--- config.mk ---
export PLATFORM = sky130hd
export DESIGN_NAME = fejkon_pcie_msi_coalesce
export DESIGN_NICKNAME = d
export VERILOG_FILES = /design/src/rtl/fejkon_pcie_msi_pkg.sv /design/src/rtl/fejkon_msi_coalesce_chan.sv /design/src/rtl/fejkon_pcie_msi_coalesce.sv
export SDC_FILE = /design/constraint.sdc
export NUM_CORES = 1
export LEC_CHECK = 0
export CAP_MARGIN = 20
export CORE_ASPECT_RATIO = 1.2
export CORE_MARGIN = 2
export CORE_UTILIZATION = 55
export DETAILED_ROUTE_END_ITERATION = 6
export PLACE_DENSITY = 0.75
export SYNTH_ARGS = -nofsm -noshare
export SYNTH_HDL_FRONTEND = slang
export SYNTH_SLANG_ARGS = --single-unit
--- constraint.sdc ---
create_clock -name clk -period 3.9 [get_ports clk]
set_input_delay 0.585 -clock clk [delete_from_list [all_inputs] [get_ports clk]]
set_output_delay 0.585 -clock clk [all_outputs]
set_load 0.02 [all_outputs]
--- src/rtl/fejkon_pcie_msi_pkg.sv ---
// Shared constants for the coalescing MSI generator: CSR word offsets and FSM states.
package fejkon_pcie_msi_pkg;

  localparam logic [1:0] REG_CTRL    = 2'd0;
  localparam logic [1:0] REG_THRESH  = 2'd1;
  localparam logic [1:0] REG_HOLDOFF = 2'd2;
  localparam logic [1:0] REG_COUNT   = 2'd3;

  typedef enum logic [1:0] {IDLE, REQ, GAP} msi_state_t;

endpackage

--- src/rtl/fejkon_msi_coalesce_chan.sv ---
// One coalescing channel: config registers, saturating event counter, holdoff timer, due flag.
module fejkon_msi_coalesce_chan
  import fejkon_pcie_msi_pkg::*;
#(
  parameter int CNT_W   = 8,
  parameter int TIMER_W = 16,
  parameter int DW      = (CNT_W > TIMER_W) ? CNT_W : TIMER_W
) (
  input  logic               clk,
  input  logic               reset_n,
  input  logic               event_strobe,
  input  logic               wr_en,
  input  logic [1:0]         wr_reg,
  input  logic [DW-1:0]      wr_data,
  input  logic               ack_clear,
  output logic               enable,
  output logic [CNT_W-1:0]   thresh,
  output logic [TIMER_W-1:0] holdoff,
  output logic [CNT_W-1:0]   count,
  output logic               due
);

  localparam logic [CNT_W-1:0] CNT_MAX = {CNT_W{1'b1}};

  logic               enable_reg;
  logic [CNT_W-1:0]   thresh_reg;
  logic [TIMER_W-1:0] holdoff_reg;
  logic [CNT_W-1:0]   count_reg, count_next;
  logic [TIMER_W-1:0] timer_reg, timer_next;
  logic [CNT_W-1:0]   thresh_eff;
  logic               count_clear;

  assign count_clear = ack_clear || (wr_en && wr_reg == REG_COUNT);

  // A clear coinciding with an event leaves that event pending and restarts the holdoff.
  always_comb begin
    count_next = count_reg;
    if (count_clear)
      count_next = event_strobe ? CNT_W'(1) : '0;
    else if (event_strobe && count_reg != CNT_MAX)
      count_next = count_reg + 1'b1;

    timer_next = timer_reg;
    if (count_next == '0)
      timer_next = '0;
    else if (count_reg == '0 || count_clear)
      timer_next = holdoff_reg;
    else if (timer_reg != '0)
      timer_next = timer_reg - 1'b1;
  end

  always_ff @(posedge clk or negedge reset_n) begin
    if (!reset_n) begin
      enable_reg  <= 1'b0;
      thresh_reg  <= CNT_W'(1);
      holdoff_reg <= '0;
      count_reg   <= '0;
      timer_reg   <= '0;
    end else begin
      if (wr_en) begin
        case (wr_reg)
          REG_CTRL:    enable_reg  <= wr_data[0];
          REG_THRESH:  thresh_reg  <= wr_data[CNT_W-1:0];
          REG_HOLDOFF: holdoff_reg <= wr_data[TIMER_W-1:0];
          default:     ;
        endcase
      end
      count_reg <= count_next;
      timer_reg <= timer_next;
    end
  end

  assign thresh_eff = (thresh_reg == '0) ? CNT_W'(1) : thresh_reg;
  assign due = enable_reg && (count_reg != '0) &&
               ((count_reg >= thresh_eff) || (timer_reg == '0));

  assign enable  = enable_reg;
  assign thresh  = thresh_reg;
  assign holdoff = holdoff_reg;
  assign count   = count_reg;

endmodule

--- src/rtl/fejkon_pcie_msi_coalesce.sv ---
// Multi-channel MSI generator: CSR slave, round-robin arbiter and MSI request FSM.
module fejkon_pcie_msi_coalesce
  import fejkon_pcie_msi_pkg::*;
#(
  parameter int CHANNELS = 4,
  parameter int MSI_BASE = 0,
  parameter int CNT_W    = 8,
  parameter int TIMER_W  = 16,
  localparam int AW      = $clog2(CHANNELS) + 2
) (
  input  logic                clk,
  input  logic                reset_n,
  input  logic [CHANNELS-1:0] event_strobe,
  input  logic                msi_enable,
  input  logic [AW-1:0]       csr_address,
  input  logic                csr_read,
  input  logic                csr_write,
  input  logic [31:0]         csr_writedata,
  output logic [31:0]         csr_readdata,
  output logic                csr_readdatavalid,
  output logic                app_msi_req,
  output logic [4:0]          app_msi_num,
  output logic [2:0]          app_msi_tc,
  input  logic                app_msi_ack
);

  localparam int CH_W = (CHANNELS > 1) ? $clog2(CHANNELS) : 1;
  localparam int DW   = (CNT_W > TIMER_W) ? CNT_W : TIMER_W;

  logic [CH_W-1:0]    csr_ch;
  logic [1:0]         csr_reg;
  logic               csr_ch_valid;
  logic [31:0]        rd_data;
  logic               unused_wdata;

  logic [CHANNELS-1:0] wr_sel, ack_clear, due_vec, enable_vec;
  logic [CNT_W-1:0]    thresh_arr  [CHANNELS];
  logic [TIMER_W-1:0]  holdoff_arr [CHANNELS];
  logic [CNT_W-1:0]    count_arr   [CHANNELS];

  msi_state_t      state_reg;
  logic [CH_W-1:0] ch_reg, last_reg, pick, idx;
  logic            pick_valid, ack_hit;

  assign csr_reg      = csr_address[1:0];
  assign unused_wdata = ^csr_writedata;

  if (AW > 2) begin : g_ch_addr
    assign csr_ch = csr_address[AW-1:2];
  end else begin : g_ch_single
    assign csr_ch = '0;
  end

  assign csr_ch_valid = ({{(32-CH_W){1'b0}}, csr_ch} < 32'(CHANNELS));
  assign ack_hit      = (state_reg == REQ) && app_msi_ack;

  for (genvar gi = 0; gi < CHANNELS; gi++) begin : g_chan
    assign wr_sel[gi]    = csr_write && csr_ch_valid && (csr_ch == CH_W'(gi));
    assign ack_clear[gi] = ack_hit && (ch_reg == CH_W'(gi));

    fejkon_msi_coalesce_chan #(
      .CNT_W   (CNT_W),
      .TIMER_W (TIMER_W),
      .DW      (DW)
    ) u_chan (
      .clk          (clk),
      .reset_n      (reset_n),
      .event_strobe (event_strobe[gi]),
      .wr_en        (wr_sel[gi]),
      .wr_reg       (csr_reg),
      .wr_data      (csr_writedata[DW-1:0]),
      .ack_clear    (ack_clear[gi]),
      .enable       (enable_vec[gi]),
      .thresh       (thresh_arr[gi]),
      .holdoff      (holdoff_arr[gi]),
      .count        (count_arr[gi]),
      .due          (due_vec[gi])
    );
  end

  always_comb begin
    rd_data = '0;
    if (csr_ch_valid) begin
      case (csr_reg)
        REG_CTRL:    rd_data[0]           = enable_vec[csr_ch];
        REG_THRESH:  rd_data[CNT_W-1:0]   = thresh_arr[csr_ch];
        REG_HOLDOFF: rd_data[TIMER_W-1:0] = holdoff_arr[csr_ch];
        default:     rd_data[CNT_W-1:0]   = count_arr[csr_ch];
      endcase
    end
  end

  always_ff @(posedge clk or negedge reset_n) begin
    if (!reset_n) begin
      csr_readdata      <= '0;
      csr_readdatavalid <= 1'b0;
    end else begin
      csr_readdata      <= csr_read ? rd_data : '0;
      csr_readdatavalid <= csr_read;
    end
  end

  // Scan from the channel after the last grant; descending k lets the nearest due channel win.
  always_comb begin
    pick_valid = 1'b0;
    pick       = last_reg;
    idx        = '0;
    for (int k = CHANNELS - 1; k >= 0; k--) begin
      idx = CH_W'((32'(last_reg) + 32'(k) + 32'd1) % 32'(CHANNELS));
      if (due_vec[idx]) begin
        pick_valid = 1'b1;
        pick       = idx;
      end
    end
  end

  always_ff @(posedge clk or negedge reset_n) begin
    if (!reset_n) begin
      state_reg   <= IDLE;
      ch_reg      <= '0;
      last_reg    <= CH_W'(CHANNELS - 1);
      app_msi_req <= 1'b0;
      app_msi_num <= '0;
    end else begin
      case (state_reg)
        IDLE: begin
          if (msi_enable && pick_valid) begin
            ch_reg      <= pick;
            last_reg    <= pick;
            app_msi_req <= 1'b1;
            app_msi_num <= 5'(MSI_BASE) + 5'(pick);
            state_reg   <= REQ;
          end
        end
        REQ: begin
          if (app_msi_ack) begin
            app_msi_req <= 1'b0;
            state_reg   <= GAP;
          end
        end
        default: state_reg <= IDLE;
      endcase
    end
  end

  assign app_msi_tc = 3'd0;

endmodule

==> results.rst <==
.. list-table::
   :header-rows: 1

   * - Metric
     - Value
   * - Status
     - finished clean
   * - Number of logic stages on the critical path including buffering
     - 9
   * - Netlist cell types
     - 73
   * - Grt total ovfl
     - 0
   * - DRC Markers
     - 0
   * - Count of warnings emitted by yosys
     - 0
   * - Min Tclk post-route
     - 3170 ps
   * - Ports placed on the boundary
     - 88
   * - Std-Cell Core Area
     - approximately 22,000 um^2
   * - Number of buffers created by CTS
     - 23
   * - Required time of the worst setup path
     - 4330 ps
   * - Number of enable-type register cells in the synthesized netlist
     - 0
   * - Proportion of power drawn by combinational gates
     - 0.332
   * - Routed WL
     - 30.2 mm
   * - Average detailed-routed wire length per instance
     - between 15 and 20 um
   * - Sum of net half-perimeters after detailed placement
     - 21.9 mm
   * - Clk Latency, worst-skew pair
     - ~520 ps
   * - Endpoints failing hold
     - 0
   * - CP top delay family
     - simple AND/OR/NAND/NOR gates
   * - Switching power
     - approximately 3400 uW
   * - Kind of start point of the critical path
     - flop
   * - Tot GR Track Use
     - 0.262
   * - Max_cap viols
     - 0
   * - Average footprint of a synthesized cell
     - between 10 and 15 um^2
   * - Vias in the first global route
     - 9,196
   * - Fraction of post-synthesis cell area in the top cell type by area
     - 0.429
   * - Area contributors post-synth
     - dfrtp_1 43%, mux2_2 8.0%, mux4_2 6.1%
   * - Length of the first detailed-routing pass in iterations
     - 5
   * - Register-to-register path setup slack
     - 730 ps
   * - Number of antenna violations at the first check in global routing
     - 2
   * - Worst IR drop on VDD
     - 0.315 mV
   * - Sequential share of power
     - 0.438
   * - Post-CTS setup buffers
     - 0
   * - # resized after CTS
     - 0
   * - Largest area contributor in the synthesized netlist
     - dfrtp_1
   * - Number of synthesized register bits
     - 220
   * - PortBufs
     - 49
   * - Number of sinks driven by the clock tree
     - 220
   * - Worst slew margin relative to its limit
     - 0.347
   * - Share of flip-flops with an asynchronous set or reset after synthesis
     - 1.00
   * - PwrDens
     - about 660 nW/um^2
   * - Fin. max-slew vios
     - 0
   * - Library cell contributing the largest single delay on the critical path
     - or4b_1
   * - Clk Tree Root Cell
     - clkbuf_16
   * - Type of destination of the critical path
     - flop
   * - Fmax
     - roughly 0.32 GHz
   * - ANT nets after route
     - 0
   * - Delay of the slowest cell on the worst path
     - 710 ps
   * - R2r worst-path depth
     - 9
   * - Horiz. Die Dim
     - roughly 140 um
   * - Height of the chip
     - between 150 and 200 um
   * - Standard-cell rows
     - 60
   * - Max H-tree Level
     - 1
   * - Unrepaired setup endpoints after global routing
     - false
   * - Sequential share of the synthesized area
     - 0.441
   * - P_int
     - 5790 uW
   * - Wire length of the first global-routing pass
     - around 49 mm
   * - Area enclosed by the die boundary
     - 23,900 um^2
   * - Fraction of power spent switching nets
     - 0.369
   * - Smallest hold slack
     - 134 ps
   * - Clock share of power
     - 0.230
   * - Setup tns final
     - 0 ps
   * - Fin nets
     - about 1,300
   * - Layout filler cell count
     - 1,755
   * - Number of buffers and inverters on the critical path
     - 1
   * - Number of failing setup endpoints in the final timing report
     - 0
   * - Area growth, synth to finish
     - 11.3%
   * - Worst-Margin Slew
     - 977 ps
   * - Gate count after technology mapping
     - 1,191
   * - Category of the most critical setup path
     - reg -> reg
   * - Worst reg2reg path startpoint
     - g_chan[3].u_chan.timer_reg[0]
   * - Clock skew after layout
     - 10.3 ps
   * - Critical path arrival
     - 3600 ps
   * - Gp weighted congestion
     - 0.911
   * - Standard cell area after detailed placement
     - 13,200 um^2
   * - Number of design-rule violations left by the first detailed-router iteration
     - slightly above 600
   * - Worst reg2reg path endpoint
     - app_msi_num[0]
   * - Leakage
     - 0.00597 uW
   * - Average vias per placed instance
     - 6.10
   * - Critical Path, Cell by Cell
     - inv_1 -> ha_1 -> nor3b_1 -> nand3b_1 -> or4b_1 -> a41oi_4 -> a22oi_1 -> or2_2 -> a31oi_1
   * - Cell area after layout
     - 13,900 um^2
   * - Share of post-route cells with drive strength above 1
     - 0.165
   * - Most frequent cell after synthesis
     - dfrtp_1
   * - Hold-fix buffers at CTS
     - 0
   * - Maximum buffer depth of the clock tree
     - 3
   * - Synthesized cell area
     - 12,500 um^2
   * - Register clock-pin slew on the reported worst setup and hold paths
     - 60 ps
   * - Top flip-flop cell by instance count after synthesis
     - dfrtp_1
   * - Via count
     - 9,321
   * - Worst hold path class
     - in -> async
   * - Crit path from
     - g_chan[3].u_chan.timer_reg[0]
   * - Period Utilization, post-route
     - 0.813
   * - Initial Utilization
     - 0.558
   * - Ranking of synthesized cells by instance count
     - 214 x dfrtp_1, 149 x nor2_1, 89 x mux2_2
   * - CP Max Fanout
     - 7
   * - Maximum number of pins on one net before global-route repair
     - 121
   * - Clock tree from TritonCTS
     - built
final cells by class:
type	count	area (um^2)	area share
Antenna cell	2	5.00	0.000360
Clock buffer	35	641	0.0461
Clock inverter	7	66.3	0.00477
Inverter	55	206	0.0149
Sequential cell	220	5510	0.397
Multi-Input combinational cell	859	6470	0.465
Tap cell	279	349	0.0251
Timing Repair Buffer	71	651	0.0468
how the worst max path moves through the flow:
stage	endpoint	slack (ps)
after floorplan	state_reg[0]	1060
after global placement	g_chan[1].u_chan.timer_reg[12]	720
after detailed placement	g_chan[1].u_chan.timer_reg[11]	660
after CTS	g_chan[1].u_chan.timer_reg[11]	740
after global routing	app_msi_num[0]	570
final	app_msi_num[0]	730
cells in the final DEF (no fill, tap or decap), types with 18 or more instances in the layout:
cell             netlist  layout
nor3_1                24      24
mux4_2                34      34
clkdlybuf4s50_1        0      46
nand3_1               21      21
nor2_1               149     149
nor4_1                18      18
clkbuf_16              0      23
buf_4                 22      22
ha_1                  44      44
o21ai_0               39      39
xnor2_1               49      49
inv_1                 55      55
conb_1                 1      22
xor2_1                19      19
a211oi_1              56      56
mux2_2                89      89
a21oi_1               24      23
nand2_1               73      73
dfrtp_1              214     214
layer usage:
layer	vias to the layer above	global-route usage	share of wire
li1	4358	-	-
met1	4589	0.365	0.43
met2	301	0.421	0.48
met3	73	0.0359	0.060
met4	0	0.0991	0.038
met5	-	0	0
power groups by stage:
stage	registers, uW	logic, uW	clock network, uW
floorplan	3660	2470	0
global placement	3980	2930	0
detailed placement	4020	3040	0
CTS	3990	3060	2140
global route	4130	3450	2230
finish	4020	3050	2110
per-stage QoR:
| stage | power (uW) | worst slack, ps | std cells | utilization |
|---|---|---|---|---|
| 4_1_cts | 9190 | 742 | 1526 | 0.621 |
| 5_1_grt | 9810 | 573 | 1527 | 0.621 |
| 3_5_place_dp | 7050 | 659 | 1484 | 0.589 |
| 3_3_place_gp | 6910 | 719 | 1484 | 0.589 |
| 2_1_floorplan | 6120 | 1060 | 1212 | - |
| 6_report | 9180 | 729 | 1528 | 0.621 |
logic make-up (layout without fill, tap and decap cells):
group / Yosys count / after routing / synth area share
buf+inv: 133 / 168 / 0.0475
xor+xnor: 68 / 68 / 0.0477
other cells: 1 / 24 / 0.000300
mux: 134 / 134 / 0.150
simple gates: 391 / 391 / 0.155
flops: 220 / 220 / 0.441
compound gates: 200 / 200 / 0.114
fa+ha+maj: 44 / 44 / 0.0441
Note: power is estimated with default switching activity, not from simulation.
